<file path="config.mk">
export PLATFORM = sky130hd
export DESIGN_NAME = ex_muldiv
export DESIGN_NICKNAME = d
export VERILOG_FILES = /design/src/rtl/ex_muldiv_pkg.sv /design/src/rtl/ex_muldiv_md_div_iter.sv /design/src/rtl/ex_muldiv.sv
export SDC_FILE = /design/constraint.sdc
export NUM_CORES = 2
export LEC_CHECK = 0
export BUFFER_PORTS_ARGS = -buffer_cell sky130_fd_sc_hd__buf_2
export CAP_MARGIN = 40
export CORE_MARGIN = 2
export CORE_UTILIZATION = 40
export CTS_BUF_LIST = sky130_fd_sc_hd__clkbuf_16
export DETAILED_ROUTE_END_ITERATION = 10
export GPL_TIMING_DRIVEN = 0
export PLACE_DENSITY = 0.54
export SYNTH_ARGS = -nofsm -noshare
export SYNTH_HDL_FRONTEND = slang
export SYNTH_SLANG_ARGS = --single-unit
</file>
<file path="constraint.sdc">
create_clock -name clk -period 5.7 [get_ports clk]
set_input_delay 0 -clock clk [delete_from_list [all_inputs] [get_ports clk]]
set_output_delay 0 -clock clk [all_outputs]
set_load 0.05 [all_outputs]
</file>
<file path="src/rtl/ex_muldiv_pkg.sv">
// ---------------------------------------------------------------------------
// ex_muldiv_pkg: shared M-extension op codes, FSM states and helpers. Rev 1.0
// ---------------------------------------------------------------------------
`default_nettype none

package ex_muldiv_pkg;

  localparam logic [3:0] MD_OP_MUL    = 4'd0;
  localparam logic [3:0] MD_OP_MULH   = 4'd1;
  localparam logic [3:0] MD_OP_MULHSU = 4'd2;
  localparam logic [3:0] MD_OP_MULHU  = 4'd3;
  localparam logic [3:0] MD_OP_DIV    = 4'd4;
  localparam logic [3:0] MD_OP_DIVU   = 4'd5;
  localparam logic [3:0] MD_OP_REM    = 4'd6;
  localparam logic [3:0] MD_OP_REMU   = 4'd7;
  localparam logic [3:0] MD_OP_MULW   = 4'd8;
  localparam logic [3:0] MD_OP_DIVW   = 4'd9;
  localparam logic [3:0] MD_OP_DIVUW  = 4'd10;
  localparam logic [3:0] MD_OP_REMW   = 4'd11;
  localparam logic [3:0] MD_OP_REMUW  = 4'd12;

  // Wide enough to hold the full-width iteration count of 64.
  localparam int MD_CNT_W = 7;

  typedef enum logic [1:0] {
    MD_ST_IDLE = 2'd0,
    MD_ST_MUL  = 2'd1,
    MD_ST_DIV  = 2'd2,
    MD_ST_DONE = 2'd3
  } md_state_e;

  function automatic logic [63:0] md_sext32(input logic [31:0] v);
    return {{32{v[31]}}, v};
  endfunction

  function automatic logic md_is_rem(input logic [3:0] op);
    return (op == MD_OP_REM) || (op == MD_OP_REMU) ||
           (op == MD_OP_REMW) || (op == MD_OP_REMUW);
  endfunction

endpackage

`default_nettype wire

</file>
<file path="src/rtl/ex_muldiv_md_div_iter.sv">
// ---------------------------------------------------------------------------
// md_div_iter: restoring-divide datapath, one quotient bit per cycle. Rev 1.0
// ---------------------------------------------------------------------------
`default_nettype none

module md_div_iter
  import ex_muldiv_pkg::*;
#(
  parameter int XLEN = 64
) (
  input  logic            clk,
  input  logic            rst,
  input  logic            load_i,
  input  logic            abort_i,
  input  logic            word_i,
  input  logic [XLEN-1:0] dividend_i,
  input  logic [XLEN-1:0] divisor_i,
  output logic [XLEN-1:0] quotient_o,
  output logic [XLEN-1:0] remainder_o,
  output logic            last_o
);

  logic [XLEN-1:0]     quo_q;
  logic [XLEN-1:0]     rem_q;
  logic [XLEN-1:0]     dsr_q;
  logic [MD_CNT_W-1:0] cnt_q;
  logic [XLEN:0]       trial;
  logic [XLEN:0]       diff;
  logic                fits;

  assign trial = {rem_q, quo_q[XLEN-1]};
  assign diff  = trial - {1'b0, dsr_q};
  assign fits  = ~diff[XLEN];

  always_ff @(posedge clk) begin
    if (rst) begin
      quo_q <= '0;
      rem_q <= '0;
      dsr_q <= '0;
      cnt_q <= '0;
    end else if (abort_i) begin
      cnt_q <= '0;
    end else if (load_i) begin
      // Word ops only iterate 32 times, so the dividend starts in the upper half.
      quo_q <= word_i ? (dividend_i << (XLEN / 2)) : dividend_i;
      rem_q <= '0;
      dsr_q <= divisor_i;
      cnt_q <= word_i ? MD_CNT_W'(XLEN / 2) : MD_CNT_W'(XLEN);
    end else if (cnt_q != '0) begin
      rem_q <= fits ? diff[XLEN-1:0] : trial[XLEN-1:0];
      quo_q <= {quo_q[XLEN-2:0], fits};
      cnt_q <= cnt_q - MD_CNT_W'(1);
    end
  end

  assign quotient_o  = quo_q;
  assign remainder_o = rem_q;
  assign last_o      = (cnt_q == MD_CNT_W'(1));

endmodule

`default_nettype wire

</file>
<file path="src/rtl/ex_muldiv.sv">
// ---------------------------------------------------------------------------
// ex_muldiv: iterative RV64M multiply/divide unit for the EX stage. Rev 1.0
// ---------------------------------------------------------------------------
`default_nettype none

module ex_muldiv
  import ex_muldiv_pkg::*;
#(
  parameter int XLEN = 64
) (
  input  logic            clk,
  input  logic            rst,
  input  logic            start_i,
  input  logic [3:0]      op_i,
  input  logic [XLEN-1:0] rs1_data_i,
  input  logic [XLEN-1:0] rs2_data_i,
  input  logic            flush_i,
  output logic            busy_o,
  output logic            done_o,
  output logic [XLEN-1:0] result_o
);

  md_state_e             state_q, state_d;
  logic [3:0]            op_q;
  logic                  word_q, spec_q, neg_q, rneg_q;
  logic [XLEN-1:0]       spec_val_q;
  logic [2*XLEN-1:0]     acc_q, mcand_q;
  logic [XLEN-1:0]       mplier_q;
  logic [MD_CNT_W-1:0]   cnt_q;
  logic [XLEN-1:0]       result_q, result_d;

  logic                  is_mul, is_div, is_word, a_signed, b_signed;
  logic [XLEN-1:0]       a_ext, b_ext, a_mag, b_mag, spec_val;
  logic                  a_neg, b_neg, div_zero, div_ovf, special, accept;
  logic [XLEN-1:0]       div_quo, div_rem;
  logic                  div_last;
  logic [2*XLEN-1:0]     prod;
  logic [XLEN-1:0]       quo_fix, rem_fix, final_val;

  always_comb begin
    is_mul   = 1'b0;
    is_div   = 1'b0;
    is_word  = 1'b0;
    a_signed = 1'b0;
    b_signed = 1'b0;
    case (op_i)
      MD_OP_MUL, MD_OP_MULH: begin is_mul = 1'b1; a_signed = 1'b1; b_signed = 1'b1; end
      MD_OP_MULHSU:          begin is_mul = 1'b1; a_signed = 1'b1; end
      MD_OP_MULHU:           is_mul = 1'b1;
      MD_OP_DIV, MD_OP_REM:  begin is_div = 1'b1; a_signed = 1'b1; b_signed = 1'b1; end
      MD_OP_DIVU, MD_OP_REMU: is_div = 1'b1;
      MD_OP_MULW: begin is_mul = 1'b1; is_word = 1'b1; a_signed = 1'b1; b_signed = 1'b1; end
      MD_OP_DIVW, MD_OP_REMW: begin
        is_div = 1'b1; is_word = 1'b1; a_signed = 1'b1; b_signed = 1'b1;
      end
      MD_OP_DIVUW, MD_OP_REMUW: begin is_div = 1'b1; is_word = 1'b1; end
      default: ;
    endcase
  end

  always_comb begin
    a_ext = rs1_data_i;
    b_ext = rs2_data_i;
    if (is_word) begin
      a_ext = a_signed ? md_sext32(rs1_data_i[31:0]) : {{(XLEN-32){1'b0}}, rs1_data_i[31:0]};
      b_ext = b_signed ? md_sext32(rs2_data_i[31:0]) : {{(XLEN-32){1'b0}}, rs2_data_i[31:0]};
    end
    a_neg = a_signed & a_ext[XLEN-1];
    b_neg = b_signed & b_ext[XLEN-1];
    a_mag = a_neg ? -a_ext : a_ext;
    b_mag = b_neg ? -b_ext : b_ext;

    div_zero = is_div & (b_ext == '0);
    div_ovf  = is_div & a_signed & (&b_ext) &
               (a_ext == (is_word ? md_sext32(32'h8000_0000) : {1'b1, {(XLEN-1){1'b0}}}));
    // Undefined op codes fall into the special path with a zero result.
    special  = ~is_mul & (~is_div | div_zero | div_ovf);

    spec_val = '0;
    if (div_zero)     spec_val = md_is_rem(op_i) ? a_ext : '1;
    else if (div_ovf) spec_val = md_is_rem(op_i) ? '0 : a_ext;
    if (is_word)      spec_val = md_sext32(spec_val[31:0]);
  end

  assign accept = (state_q == MD_ST_IDLE) & start_i & ~flush_i;

  always_comb begin
    state_d = state_q;
    if (flush_i) begin
      state_d = MD_ST_IDLE;
    end else begin
      case (state_q)
        MD_ST_IDLE: if (start_i) state_d = special ? MD_ST_DONE : (is_mul ? MD_ST_MUL : MD_ST_DIV);
        MD_ST_MUL:  if (cnt_q == MD_CNT_W'(1)) state_d = MD_ST_DONE;
        MD_ST_DIV:  if (div_last) state_d = MD_ST_DONE;
        MD_ST_DONE: state_d = MD_ST_IDLE;
        default:    state_d = MD_ST_IDLE;
      endcase
    end
  end

  always_ff @(posedge clk) begin
    if (rst) begin
      state_q    <= MD_ST_IDLE;
      op_q       <= '0;
      word_q     <= 1'b0;
      spec_q     <= 1'b0;
      neg_q      <= 1'b0;
      rneg_q     <= 1'b0;
      spec_val_q <= '0;
      acc_q      <= '0;
      mcand_q    <= '0;
      mplier_q   <= '0;
      cnt_q      <= '0;
      result_q   <= '0;
    end else begin
      state_q  <= state_d;
      result_q <= result_d;
      if (accept) begin
        op_q       <= op_i;
        word_q     <= is_word;
        spec_q     <= special;
        neg_q      <= a_neg ^ b_neg;
        rneg_q     <= a_neg;
        spec_val_q <= spec_val;
        acc_q      <= '0;
        mcand_q    <= {{XLEN{1'b0}}, a_mag};
        mplier_q   <= b_mag;
        cnt_q      <= is_word ? MD_CNT_W'(XLEN / 2) : MD_CNT_W'(XLEN);
      end else if (state_q == MD_ST_MUL) begin
        if (mplier_q[0]) acc_q <= acc_q + mcand_q;
        mcand_q  <= mcand_q << 1;
        mplier_q <= mplier_q >> 1;
        cnt_q    <= cnt_q - MD_CNT_W'(1);
      end
    end
  end

  md_div_iter #(
    .XLEN (XLEN)
  ) u_div (
    .clk         (clk),
    .rst         (rst),
    .load_i      (accept & is_div & ~special),
    .abort_i     (flush_i),
    .word_i      (is_word),
    .dividend_i  (a_mag),
    .divisor_i   (b_mag),
    .quotient_o  (div_quo),
    .remainder_o (div_rem),
    .last_o      (div_last)
  );

  always_comb begin
    prod      = neg_q ? -acc_q : acc_q;
    quo_fix   = neg_q ? -div_quo : div_quo;
    rem_fix   = rneg_q ? -div_rem : div_rem;
    final_val = '0;
    case (op_q)
      MD_OP_MUL, MD_OP_MULW:                  final_val = prod[XLEN-1:0];
      MD_OP_MULH, MD_OP_MULHSU, MD_OP_MULHU:  final_val = prod[2*XLEN-1:XLEN];
      MD_OP_DIV, MD_OP_DIVU, MD_OP_DIVW, MD_OP_DIVUW: final_val = quo_fix;
      MD_OP_REM, MD_OP_REMU, MD_OP_REMW, MD_OP_REMUW: final_val = rem_fix;
      default: ;
    endcase
    if (spec_q) final_val = spec_val_q;
    if (word_q) final_val = md_sext32(final_val[31:0]);
    result_d = ((state_q == MD_ST_DONE) && !flush_i) ? final_val : result_q;
  end

  assign result_o = result_d;
  assign done_o   = (state_q == MD_ST_DONE) & ~flush_i;
  assign busy_o   = accept | (state_q == MD_ST_MUL) | (state_q == MD_ST_DIV);

endmodule

`default_nettype wire

</file>
==> impl_metrics.py <==
metrics = {
    "floorplan": {
        "die_w_um": 354.1,
        "coreArea_mm2": 0.1217,
        "rows": 128,
        "initial_utilization_pct": 40.29,
        "die-area_mm2": 0.1254,
        "io_pins": 202,
        "fp.dieH_um": 354.1,
    },
    "grt": {
        "grt_max_degree": 12,
        "grt_pass1_wl_mm": 377.5,
        "grt_pass1_vias": 50121,
        "track_usage_pct": 41.40,
        "overflow": 0,
        "antenna_found_initial": 11,
    },
    "power": {
        "p_leak_nw": 22.79,
        "peakVddDrop_mv": 0.5919,
        "power.density_mw_per_mm2": 484.6,
    },
    "synthesis": {
        "synth_area_mm2": 0.04904,
        "avgSynthCellArea_um2": 7.453,
        "ys.flop_type": "dfxtp_1",
        "synthSimpleGateAreaFrac_pct": 21.97,
        "ys_warn_count": 0,
        "async_flop_share_pct": 0,
        "yosysTopAreaCellShare_pct": 27.11,
        "yosysSeqAreaShare_pct": 27.11,
        "ys_seq_elements": 664,
        "synth-edff-count": 0,
        "syn_inst": 6579,
        "synthAdderAreaFrac_pct": 5.338,
        "synth.distinct_cells": 100,
        "synth_fp_nets": 6923,
        "synth_compound_area_share_pct": 27.33,
        "synth_top_family_by_area": "compound AO/OA/AOI/OAI gates",
        "synth-xor-area-share_pct": 9.395,
        "synth_top_cell_by_area": "dfxtp_1",
        "synthTopCellsByArea": "dfxtp_1, nand2_1, nor2_1",
        "synthMuxAreaShare_pct": 4.123,
    },
    "placement": {
        "placed_cells": 8513,
        "post-dp-hpwl_mm": 222.8,
        "globalplace.congestion": 1.045,
        "postPlaceCellArea_mm2": 0.05332,
        "portBuffers": 197,
        "place_ws_ns": -0.4225,
    },
    "cells_and_area": {
        "drive_gt1_share_pct": 8.007,
        "final_common_cell": "nand2_1",
        "nets": 7462,
        "filler_cell_count": 12626,
        "final_util_pct": 47.34,
        "area_delta_synth_final_pct": 17.50,
        "seq_area_mm2": 0.01329,
        "postLayoutCellArea_mm2": 0.05762,
        "most-common-layout-cells": "nand2_1, nor2_1, dfxtp_1, a21oi_1, o21ai_0",
        "fin_cells": 8811,
        "multiInputGateArea_mm2": 0.03361,
    },
    "clocking": {
        "cts_num_sinks": 664,
        "clkTransAtPathRegs_ns": 0.06,
        "root_buffer": "clkbuf_16",
        "cts_tree": "built",
        "cts_buffers": 86,
        "cts_max_level": 3,
        "cts_buffer_depth": 3,
        "clock_latency_ns": 0.71,
    },
    "timing": {
        "slew_violations": 0,
        "clock_skew_ns": 0.03000,
        "rsz0062_at_grt": "no",
        "slew_headroom_pct": 27.89,
        "period_needed_ns": 5.788,
        "max_freq_ghz": 0.1728,
        "fin_ws_ns": -0.08821,
        "fin_crit_sh_pct": 101.5,
        "final-hold-violation-count": 0,
        "worst_pin_slew_ns": 1.082,
        "finalSetupViolations": 3,
    },
    "worst_setup_path": {
        "cp.required_ns": 6.30,
        "cp-start-kind": "register",
        "cp.arrival_ns": 6.38,
        "crit_type": "reg2reg",
        "endpoint_kind": "register",
        "critPathMaxFanout": 8,
    },
    "detailed_routing": {
        "ant_nets": 0,
        "wl_mm": 272.6,
        "top_layer": "met5",
        "via_per_inst": 6.408,
        "drt-initial-drc-count": 8528,
        "wire_per_inst_um": 30.94,
        "drc": 10,
        "wl_met2_mm": 107.0,
        "wl_met1_mm": 119.9,
        "first_pass_iters": 11,
        "wl_met3_mm": 31.16,
        "dr_total_vias": 56464,
    },
    "run_status": {
        "status": "finished with violations",
        "violations": "design-rule violations, negative setup slack",
    },
    "hold_path": {
        "hp-class": "in2reg",
    },
    "flow_run": {
        "drv_cap": 0,
    },
}
-- metal layers --
layer	global-route usage [%]	vias up
met5	0	-
met4	18.33	2
met3	10.25	596
met2	57.13	3433
met1	60.02	27370
li1	-	25063
-- synthesized netlist by cell type, drive strengths merged, types with 103 or more instances --
cell and n:
inv 153, mux2i 202, ha 206, o31ai 103
nand3 113, xor2 244, a211oi 272, a21oi 515
nor2 701, dfxtp 664, nor2b 115, o21ai 480
xnor2 282, a21o 135, nand2 787, clkbuf 383
-- final timing paths --
path | startpoint | end | slack (ns) | cells after the start
setup / recovery | acc_q[13]$_SDFFE_PP0P_ | acc_q[124]$_SDFFE_PP0P_ | -0.09 | 15
hold reg to reg | spec_val_q[26]$_SDFFE_PP0P_ | spec_val_q[26]$_SDFFE_PP0P_ | 0.44 | 2
hold / removal | rs1_data_i[48] | spec_val_q[48]$_SDFFE_PP0P_ | 0.06 | 5
setup reg to reg | acc_q[13]$_SDFFE_PP0P_ | acc_q[124]$_SDFFE_PP0P_ | -0.09 | 15
-- logic make-up (layout without fill, tap and decap cells) --
| family | Yosys count | after routing |
|---|---|---|
| mux | 202 | 202 |
| compound gates | 2062 | 2062 |
| simple gates | 2308 | 2308 |
| flops | 664 | 664 |
| buf+inv | 609 | 1211 |
| xor+xnor | 526 | 526 |
| fa+ha+maj | 208 | 208 |
| other cells | 0 | 5 |
-- where the power goes --
part / switching (mW) / internal (mW)
logic: 10.9 / 5.86
clock network: 2.36 / 3.10
registers: 0.662 / 5.04
total: 13.9 / 14.0
-- through the flow --
| step | power [mW] | hold WS (ns) | setup TNS (ns) |
|---|---|---|---|
| floorplan | 15.47 | 0.1360 | 0 |
| global placement | 19.20 | 0.3125 | -48.22 |
| detailed placement | 19.44 | 0.3290 | -8.386 |
| CTS | 22.92 | 0.003321 | 0 |
| global route | 25.63 | 0.05406 | 0 |
| finish | 27.92 | 0.05654 | -0.1591 |
-- registers in the layout (all words and copies together), names as in the netlist, 4 cells and up --
register	flops
u_div.cnt_q	7
u_div.quotient_o	64
acc_q	128
op_q	4
u_div.dsr_q	64
mplier_q	64
cnt_q	7
spec_val_q	64
mcand_q	128
result_q	64
u_div.remainder_o	64
-- final cells by class --
class,count,share of cell area (%)
Multi-Input combinational cell,5306,58.34
Sequential cell,664,23.07
Timing Repair Buffer,453,6.326
Clock buffer,88,3.822
Tap cell,1625,3.529
Buffer,454,3.038
Inverter,153,0.9968
Clock inverter,63,0.8600
Antenna cell,5,0.02172
-- worst max-delay path: stages (launching register included) --
cell      delay, ns
dfxtp_1        0.49
ha_1           0.28
clkbuf_1       0.19
a21oi_1        0.33
o21ai_0        0.28
a221oi_1       0.37
nand2b_1       0.10
o21ai_0        0.65
buf_4          0.29
o21ai_0        0.31
a21oi_1        0.73
nand3b_1       0.39
a31oi_1        0.53
nor3_1         0.14
or3_1          0.35
a32o_1         0.25
-- repair_timing --
action,CTS,global route
setup buffers,4,1
setup endpoints to repair,66,57
endpoints found under the hold margin,201,0
pin swaps,2,4
resized for setup,16,22
hold buffers,134,0
Note: power is estimated with default switching activity, not from simulation.
